<file path="src/rtl/roic_frame_capture_if.sv">
// roic_frame_capture_if: pixel stream channel carrying one raster beat per accepted transfer
interface roic_frame_capture_if #(
  parameter int DW = 12
);
  logic [DW-1:0] data;
  logic          valid;
  logic          ready;
  logic          sof;
  logic          eof;
  logic [1:0]    row;
  logic [1:0]    col;
  modport master(output data, valid, sof, eof, row, col, input ready);
  modport slave(input data, valid, sof, eof, row, col, output ready);
endinterface

</file>
<file path="src/rtl/roic_frame_capture.sv">
// roic_frame_capture: samples a 3x3 ROIC scan into ping-pong banks and streams each frame in raster order
module roic_frame_capture #(
  parameter int DW      = 12,
  parameter int ADC_LAT = 2,
  parameter int CNT_W   = 8
) (
  input  logic                 clk,
  input  logic                 master_rst,
  input  logic                 fsync,
  input  logic                 intg,
  input  logic [2:0]           row,
  input  logic [2:0]           col,
  input  logic [DW-1:0]        adc_data,
  roic_frame_capture_if.master pix,
  output logic                 frame_err,
  output logic                 overrun,
  output logic [CNT_W-1:0]     drop_count
);
  typedef enum logic {WAIT_FSYNC, CAPTURE} cap_t;
  typedef enum logic {OUT_IDLE, OUT_STREAM} out_t;
  cap_t cs, cn;
  out_t os, on;
  logic [2:0] col_q;
  logic intg_q, pend, pend_n, wb;
  logic [ADC_LAT:0] q_v;
  logic [3:0] q_idx [ADC_LAT+1];
  logic [8:0] mask, mask_n;
  logic [DW-1:0] mem [2][9];
  logic [3:0] oidx, oidx_n, lidx, eidx;
  logic [1:0] rb, cb, orow;
  logic bad, strobe, ev, busy, fall, we, err, eval, rd_free, swap, ovr, acc;
  assign rb = {row[2], row[1]};
  assign cb = {col[2], col[1]};
  assign lidx = {2'b0, rb} + {1'b0, rb, 1'b0} + {2'b0, cb};
  assign bad = |col && !($onehot(row) && $onehot(col));
  assign strobe = cs == CAPTURE && |col && ~|col_q && !bad;
  // q_v[0] is a constant pad so the pipe still exists when ADC_LAT is 0
  assign ev = ADC_LAT == 0 ? strobe : q_v[ADC_LAT];
  assign eidx = ADC_LAT == 0 ? lidx : q_idx[ADC_LAT];
  assign busy = strobe || |q_v;
  assign fall = intg_q && !intg;
  assign acc = pix.valid && pix.ready;
  assign rd_free = os == OUT_IDLE || (acc && oidx == 4'd8);
  assign swap = eval && mask == 9'h1FF && rd_free;
  assign ovr = eval && mask == 9'h1FF && !rd_free;
  // strobe edge detect and ADC latency pipe carrying the target pixel index
  always_ff @(posedge clk or posedge master_rst)
    if (master_rst) begin
      col_q <= '0;
      intg_q <= 1'b0;
      q_v <= '0;
      for (int k = 0; k <= ADC_LAT; k++) q_idx[k] <= '0;
    end else begin
      col_q <= col;
      intg_q <= intg;
      q_v[0] <= 1'b0;
      q_idx[0] <= '0;
      for (int k = 1; k <= ADC_LAT; k++) begin
        q_v[k] <= k == 1 ? strobe : q_v[k-1];
        q_idx[k] <= k == 1 ? lidx : q_idx[k-1];
      end
    end
  // capture FSM: sample writes, fault detection, end-of-frame evaluation once the pipe drains
  always_comb begin
    cn = cs;
    mask_n = mask;
    pend_n = 1'b0;
    we = 1'b0;
    err = 1'b0;
    eval = 1'b0;
    if (cs == WAIT_FSYNC) begin
      if (fsync) begin
        cn = CAPTURE;
        mask_n = '0;
      end
    end else if (fsync) begin
      err = 1'b1;
      mask_n = '0;
    end else if (bad || (ev && mask[eidx])) begin
      err = 1'b1;
      cn = WAIT_FSYNC;
    end else begin
      if (ev) begin
        we = 1'b1;
        mask_n[eidx] = 1'b1;
      end
      pend_n = (fall || pend) && busy;
      if ((fall || pend) && !busy) begin
        eval = 1'b1;
        err = mask != 9'h1FF;
        cn = WAIT_FSYNC;
      end
    end
  end
  // output FSM: walk the read bank 0..8, advancing only on accepted beats
  always_comb begin
    on = os;
    oidx_n = oidx;
    if (swap) begin
      on = OUT_STREAM;
      oidx_n = '0;
    end else if (acc) begin
      on = oidx == 4'd8 ? OUT_IDLE : OUT_STREAM;
      oidx_n = oidx == 4'd8 ? 4'd0 : oidx + 4'd1;
    end
  end
  // state, bank pointer, fault pulses and saturating drop counter
  always_ff @(posedge clk or posedge master_rst)
    if (master_rst) begin
      cs <= WAIT_FSYNC;
      os <= OUT_IDLE;
      mask <= '0;
      pend <= 1'b0;
      oidx <= '0;
      wb <= 1'b0;
      frame_err <= 1'b0;
      overrun <= 1'b0;
      drop_count <= '0;
    end else begin
      cs <= cn;
      os <= on;
      mask <= mask_n;
      pend <= pend_n;
      oidx <= oidx_n;
      frame_err <= err;
      overrun <= ovr;
      if (swap) wb <= ~wb;
      if (ovr && ~&drop_count) drop_count <= drop_count + 1'b1;
    end
  // ping-pong sample banks; wb selects the bank being filled
  always_ff @(posedge clk or posedge master_rst)
    if (master_rst) begin
      for (int b = 0; b < 2; b++)
        for (int i = 0; i < 9; i++) mem[b][i] <= '0;
    end else if (we) begin
      mem[wb][eidx] <= adc_data;
    end
  assign pix.valid = os == OUT_STREAM;
  assign orow = oidx >= 4'd6 ? 2'd2 : oidx >= 4'd3 ? 2'd1 : 2'd0;
  assign pix.row = pix.valid ? orow : 2'd0;
  assign pix.col = pix.valid ? 2'(oidx - 4'(3 * orow)) : 2'd0;
  assign pix.data = pix.valid ? mem[~wb][oidx] : '0;
  assign pix.sof = pix.valid && oidx == 4'd0;
  assign pix.eof = pix.valid && oidx == 4'd8;
endmodule
</file>
<file path="src/flat_wrapper.sv">
// flat-port wrapper written by rule: the top's interface ports become plain ports
module roic_frame_capture_flat 
#(
  parameter int DW      = 12,
  parameter int ADC_LAT = 2,
  parameter int CNT_W   = 8
)
  (clk, master_rst, fsync, intg, row, col, adc_data, frame_err, overrun, drop_count, pix_data, pix_valid, pix_sof, pix_eof, pix_row, pix_col, pix_ready);
  roic_frame_capture_if #(.DW(DW)) pix_i ();
  input  logic clk;
  input  logic master_rst;
  input  logic fsync;
  input  logic intg;
  input  logic [2:0] row;
  input  logic [2:0] col;
  input  logic [DW-1:0] adc_data;
  output logic frame_err;
  output logic overrun;
  output logic [CNT_W-1:0] drop_count;
  output wire logic [$bits(pix_i.data)-1:0] pix_data;
  output wire logic [$bits(pix_i.valid)-1:0] pix_valid;
  output wire logic [$bits(pix_i.sof)-1:0] pix_sof;
  output wire logic [$bits(pix_i.eof)-1:0] pix_eof;
  output wire logic [$bits(pix_i.row)-1:0] pix_row;
  output wire logic [$bits(pix_i.col)-1:0] pix_col;
  input wire logic [$bits(pix_i.ready)-1:0] pix_ready;
  assign pix_data = pix_i.data;
  assign pix_valid = pix_i.valid;
  assign pix_sof = pix_i.sof;
  assign pix_eof = pix_i.eof;
  assign pix_row = pix_i.row;
  assign pix_col = pix_i.col;
  assign pix_i.ready = pix_ready;
  roic_frame_capture #(.DW(DW), .ADC_LAT(ADC_LAT), .CNT_W(CNT_W)) u_core (.clk(clk), .master_rst(master_rst), .fsync(fsync), .intg(intg), .row(row), .col(col), .adc_data(adc_data), .pix(pix_i), .frame_err(frame_err), .overrun(overrun), .drop_count(drop_count));
endmodule
</file>
<file path="config.mk">
export PLATFORM = sky130hd
export DESIGN_NAME = roic_frame_capture_flat
export DESIGN_NICKNAME = d
export VERILOG_FILES = /design/src/rtl/roic_frame_capture_if.sv /design/src/rtl/roic_frame_capture.sv /design/src/flat_wrapper.sv
export SDC_FILE = /design/constraint.sdc
export NUM_CORES = 1
export LEC_CHECK = 0
export BUFFER_PORTS_ARGS = -buffer_cell sky130_fd_sc_hd__buf_2
export CAP_MARGIN = 10
export CORE_ASPECT_RATIO = 0.5
export CORE_MARGIN = 1.5
export CORE_UTILIZATION = 50
export CTS_BUF_LIST = sky130_fd_sc_hd__clkbuf_4
export CTS_CLUSTER_DIAMETER = 60
export DETAILED_ROUTE_END_ITERATION = 7
export PLACE_DENSITY = 0.78
export SETUP_SLACK_MARGIN = 0.3
export SLEW_MARGIN = 0
export SYNTH_ARGS = -nofsm -noshare
export SYNTH_HDL_FRONTEND = slang
export SYNTH_SLANG_ARGS = --single-unit
</file>
<file path="constraint.sdc">
create_clock -name clk -period 16.15 [get_ports clk]
set_input_delay 0.8075 -clock clk [delete_from_list [all_inputs] [get_ports clk]]
set_output_delay 0.8075 -clock clk [all_outputs]
set_load 0.03 [all_outputs]
</file>
* After elaboration in Yosys (flattened, before gate mapping) *
Index checks and enable logic that the tools add are counted.
W data, S select, Z words.

word-level totals
  register bits = 257
  bits of input ports = 23
  output and inout port bits = 29
  word-level logic and storage cells = 156

cells by class
  $add $sub $neg = 9
  multipliers = 1
  magnitude comparators = 10
  equal/unequal tests = 6
  mux-type cells = 51
  bitwise gates (word level) = 7
  reduce and logical (&&, ||, !) cells = 40

operators by type and width
  kind                   count
  $mux W108              4
  $bwmux W216            1
  $demux W108 S1         1
  $bmux W12 S4           1
  $demux W12 S4          1
  $mux W12               4
  $mux W9                5
  $mux W1                26
  $logic_and A1 B1 Y1    20
  $mux W4                3
  $ge A5 B5 Y1 const B   2
  $not A4 Y5             2
  $eq A9 B9 Y1 const B   1
  $ne A9 B9 Y1 const B   1
  $or A9 B9 Y9           1
  $add A8 B1 Y8 const B  1
  $reduce_and A8 Y1      1
  $logic_not A1 Y1       7
  $mux W2                3
  $reduce_bool A2 Y1     3
  $reduce_or A3 Y1       2
  $lt A4 B5 Y1 const B   1
  $lt A5 B1 Y1 const B   1
  $add A1 B1 Y2          2
  other kinds (22)       30

* Longest topological paths before layout *
  depth after elaboration = 18
  depth in mapped cells = 16
  mapped depth without buffers = 13

* Worst setup path after synthesis *
Ideal clock, no wire load.

  path type = flip-flop to output port
  start point = register u_core.oidx[0]
  end point = output port pix_col[1]
  data arrival time = 3.257 ns
  data required time = 15.342 ns
  slack = 12.086 ns
  stages on the path, launching flop included = 16
  path buffers = 3
  cell sequence = dfrtp_1 clkbuf_1 buf_1 buf_2 inv_1 ha_1 nor2_1 nor2_1 nor2_1 o21a_1 ha_1 ha_1 nor2_1 xnor2_1 xnor2_1 and2_1

between the ends
  longest elaborated chain between the ends = 6

RTL lines
  element                 line                       source
  from (decl)             roic_frame_capture.sv:29   logic [3:0] oidx, oidx_n, lidx, eidx;
  from (signal assigned)  roic_frame_capture.sv:124  oidx <= oidx_n;
  $ge A4 B2 Y1            roic_frame_capture.sv:139  assign orow = oidx >= 4'd6 ? 2'd2 : oidx >= 4'd3 ? 2'd1 : 2'd0;
  $mux W1                 roic_frame_capture.sv:139
  $mux W2                 roic_frame_capture.sv:139
  $mul A1 B2 Y2           roic_frame_capture.sv:141  assign pix.col = pix.valid ? 2'(oidx - 4'(3 * orow)) : 2'd0;
  $sub A2 B2 Y2 (*)       roic_frame_capture.sv:141
  $mux W2 (*)             roic_frame_capture.sv:141
  to (decl)               flat_wrapper.sv:25         output wire logic [$bits(pix_i.col)-1:0] pix_col;

Every way passes the cells marked *; elsewhere a longest branch is shown, timed or not.

* Worst setup path after layout *
  start point = register u_core.oidx[0]
  end point = output port pix_data[4]

between the ends
  longest elaborated chain between the ends = 5

RTL lines
  element                                       line                       source
  $not A4 Y5                                    roic_frame_capture.sv:142  assign pix.data = pix.valid ? mem[~wb][oidx] : '0;
  $bmux W12 S4                                  roic_frame_capture.sv:142
  $mux W12 (not written as such) (2 in series)  roic_frame_capture.sv:142
  $mux W12                                      roic_frame_capture.sv:142
  to (decl)                                     flat_wrapper.sv:20         output wire logic [$bits(pix_i.data)-1:0] pix_data;

No other way between the ends. The select of a mux whose other input is x is not followed.

==> results.rst <==
.. list-table::
   :header-rows: 1

   * - Metric
     - Value
   * - Status
     - completed
   * - Final cell count without fillers
     - 1265
   * - Total negative slack for setup checks
     - 0 ns
   * - Share of the cycle needed by the critical path after routing
     - 25.5%
   * - Number of design-rule violations left by the first detailed-router iteration
     - 516
   * - Post-route antenna net violation count
     - 0
   * - Setup violation total in the final timing report
     - 0
   * - Seq cells post-synth
     - 257
   * - Clk Tree Root Cell
     - sky130_fd_sc_hd__clkbuf_4
   * - Type of the tightest min-delay check
     - input port to async pin
   * - Bufs on Longest Clock Path
     - 3
   * - Inserted Clock Buffers
     - 58
   * - Achievable frequency
     - 243 MHz
   * - Gr usage total
     - 22.4%
   * - Arrival @ worst endpoint
     - 3.30 ns
   * - Per-cell via count in the routed design
     - 5.89
   * - Cell area reported after detailed placement
     - 0.0127 sq mm
   * - Reg area
     - 0.00644 sq mm
   * - Routed length per instance
     - 21.3 um
   * - Number of max-cap violations
     - 0
   * - Unrepaired setup endpoints after global routing
     - false
   * - Area delta synth->final
     - 11.0%
   * - Slowest-stage cell, CP
     - sky130_fd_sc_hd__buf_4
   * - Residual DRC count
     - 0
   * - Count of nets after finishing
     - 939
   * - Number of global-route vias before repair
     - 7886
   * - Depth of the CTS H-tree
     - 2
   * - Row count
     - 40
   * - Routability-driven placement congestion ratio
     - 0.817
   * - Final worst path period need
     - 4.11 ns
   * - Peak supply drop
     - 0.0439 mV
   * - Source-to-sink clock delay at the later pin of the worst-skew pair
     - 0.72 ns
   * - GR Layer Usage met2
     - 34.0%
   * - Fraction of synthesis flops using an asynchronous set or reset pin
     - 100%
   * - Clock Skews
     - 0.0503 ns
   * - Clock net sink count
     - 257
   * - Pin count of the biggest net entering global routing
     - 124
   * - Clock tree from TritonCTS
     - yes
   * - Number of placed cells counting well taps
     - 1158
   * - Crit Path Class
     - flop to output pin
   * - Area of combinational cells with multiple inputs
     - 0.00547 sq mm
   * - Final WL
     - 27.0 mm
   * - Ordered list of cells on the worst path
     - buf_4 > mux4_2 > mux2i_1 > o22a_1 > o21ai_0 > buf_2
   * - Met3 GRT Util
     - 4.91%
   * - Quantity of I/O buffers inserted on ports
     - 51
   * - Post-CTS Hold Buffers
     - 0
   * - Actual slew at the worst max-slew pin
     - 1.22 ns
   * - Max-slew headroom
     - 18.5%
   * - I/O pin count
     - 52
   * - Overall power after layout
     - 1230 uW
   * - Synth warnings
     - 0
   * - Reg2reg end
     - u_core.drop_count[1]
   * - Wire length of the first global-routing pass
     - 44.0 mm
   * - Critical path origin
     - u_core.oidx[0]
   * - Cell area after synthesis
     - 0.0122 sq mm
   * - Die X-Extent
     - 224 um
   * - Post-synth net total
     - 876
   * - Flop2flop setup slack
     - 12.75 ns
   * - Number of flops mapped to enable cells by yosys
     - 0
   * - Post-CTS clock slew at the launch and capture registers of the worst setup and hold paths
     - 0.08 ns
   * - Buffers inserted during post-CTS setup optimization
     - 0
   * - Max-slew violation count
     - 0
   * - GRT Max-Usage Layer
     - met2
   * - Number of cells traversed by the worst register-to-register path
     - 7
   * - Total count of hold-check failures in the final report
     - 0
   * - Detail Placement HPWL
     - 16.1 mm
   * - Die height
     - 113 um
   * - Mean Syn Cell Area
     - 14.5 sq um
   * - # resized after CTS
     - 0
   * - Count of cell types in the netlist
     - 57
   * - Main synth FF type
     - sky130_fd_sc_hd__dfrtp_1
   * - Cell count after synthesis
     - 840
   * - Portion of the post-synthesis area used by sequential elements
     - 52.9%
   * - Post-route cell area
     - 0.0135 sq mm
   * - Final cell utilization of the core
     - 56.5%
   * - Highest net fanout along the worst path
     - 46
   * - Critical Path RT
     - 15.34 ns
   * - Starting density of the core
     - 50.9%
   * - Count of vias placed by the detailed router
     - 7450
   * - Overall overflow remaining after global route
     - 0
   * - Met1 usage
     - 32.9%
   * - CP max stage delay
     - 0.75 ns
   * - CORE AREA
     - 0.0239 sq mm
   * - Die outline area
     - 0.0253 sq mm
   * - Crit path capture type
     - output pin
   * - Antenna violations before repair
     - 1
   * - Setup crit start kind
     - flop
   * - Static power due to leakage
     - 0.00658 uW
   * - Share of cells above drive strength 1
     - 48.2%
   * - Length of the first detailed-routing pass in iterations
     - 5
   * - Termination of the worst setup path
     - pix_data[4]
   * - Pwr dens
     - 90.9 mW/mm^2
   * - Number of fill cells
     - 1868
   * - Reg-to-reg startpoint
     - u_core.oidx[1]
-- cell usage in the layout (no fill, tap or decap), drive strengths merged, types with 4 or more instances in the layout --
cell	instances
and2	4
nor2b	8
buf	61
nor4	4
xor2	8
clkinv	11
nor2	18
clkbuf	92
mux2	221
or4b	6
nand4	4
nand2	14
a21oi	10
dfrtp	257
or4	4
nand2b	5
nand3	12
fa	4
o22a	9
mux2i	40
ha	9
o21ai	15
inv	25
nor3	22
mux4	47
-- registers in the layout, indices dropped and copies added (netlist names) --
register	count
u_core.pend	1
u_core.col_q	3
u_core.q_idx	4
u_core.overrun	1
u_core.q_v	2
u_core.intg_q	1
u_core.drop_count	8
u_core.eidx	4
u_core.mask	9
u_core.cs	1
u_core.mem	216
u_core.oidx	4
u_core.pix.valid	1
u_core.frame_err	1
u_core.wb	1
-- cells in the mapped netlist (5+ instances only) --
| library cell | count | area (sq um) |
|---|---|---|
| sky130_fd_sc_hd__mux2_4 | 10 | 150 |
| sky130_fd_sc_hd__nor3_1 | 10 | 50.1 |
| sky130_fd_sc_hd__a21oi_1 | 10 | 50.1 |
| sky130_fd_sc_hd__clkbuf_1 | 11 | 41.3 |
| sky130_fd_sc_hd__o21ai_0 | 15 | 75.1 |
| sky130_fd_sc_hd__mux2i_1 | 40 | 400 |
| sky130_fd_sc_hd__nand2_1 | 14 | 52.6 |
| sky130_fd_sc_hd__mux2_2 | 210 | 2360 |
| sky130_fd_sc_hd__ha_1 | 9 | 113 |
| sky130_fd_sc_hd__nand2b_1 | 5 | 31.3 |
| sky130_fd_sc_hd__nor3_2 | 12 | 120 |
| sky130_fd_sc_hd__inv_1 | 23 | 86.3 |
| sky130_fd_sc_hd__nor2b_1 | 8 | 50.1 |
| sky130_fd_sc_hd__mux4_2 | 47 | 1060 |
| sky130_fd_sc_hd__or4b_2 | 5 | 50.1 |
| sky130_fd_sc_hd__nor2_1 | 18 | 67.6 |
| sky130_fd_sc_hd__nand3_1 | 12 | 60.1 |
| sky130_fd_sc_hd__buf_2 | 26 | 130 |
| sky130_fd_sc_hd__buf_1 | 20 | 75.1 |
| sky130_fd_sc_hd__dfrtp_1 | 257 | 6430 |
| sky130_fd_sc_hd__xor2_1 | 8 | 70.1 |
| sky130_fd_sc_hd__o22a_1 | 9 | 78.8 |
-- final cells by class --
cell class	count	share of cell area, %
tap	315	2.92
sequential	257	47.7
clock buffer	92	5.11
multi-input combinational	501	40.5
timing repair buffer	61	2.45
clock inverter	14	0.667
antenna	1	0.0185
inverter	24	0.723
-- metrics by stage --
step                setup slack (ns)  hold WS, ns
floorplan                       8.27        0.331
global placement               12.06        0.336
detailed placement             12.01        0.338
CTS                            11.96        0.209
global route                   11.82        0.208
finish                         12.04        0.222
-- worst max-delay path, delay by kind of cell (launching register included) --
kind,cells,cell delay (ns)
compound gates,2,0.29
mux,2,0.80
flops,1,0.48
buf+inv,2,0.99
-- cell families (layout without fill, tap and decap cells) --
kind of cell             Yosys count  count (layout)  synth area share [%]
flip-flops                       257             257                  52.9
AND/OR/NAND/NOR                  116             116                  5.94
adder cells (fa/ha/maj)           13              13                  1.58
XOR/XNOR                          11              11                 0.792
other                              0               1                     0
AO/OA/AOI/OAI                     53              53                  3.20
multiplexers                     308             308                  32.8
buffers and inverters             82             191                  2.86
-- where the power goes --
group	internal [uW]	total (uW)	switching (uW)	leakage, uW
clock network	275	535	260	0.000464
logic	8.87	40.1	31.2	0.00256
registers	647	653	5.39	0.00355
-- per-layer routing --
metal	vias up	wire length (um)
met3	39	1630
met2	211	12400
met5	-	0
li1	3247	-
met4	0	356
met1	3953	12600
-- worst min path at each step --
stage	from	end	slack, ns	cells after the start
6_report	master_rst	u_core.mem[187]	0.22	2
5_1_grt	intg	u_core.intg_q	0.21	1
4_1_cts	intg	u_core.intg_q	0.21	1
3_5_place_dp	u_core.q_idx[7]	u_core.eidx[3]	0.34	0
3_3_place_gp	u_core.q_idx[7]	u_core.eidx[3]	0.34	0
2_1_floorplan	u_core.q_idx[4]	u_core.eidx[0]	0.33	0
No activity file was read; power rests on OpenSTA's default activity.
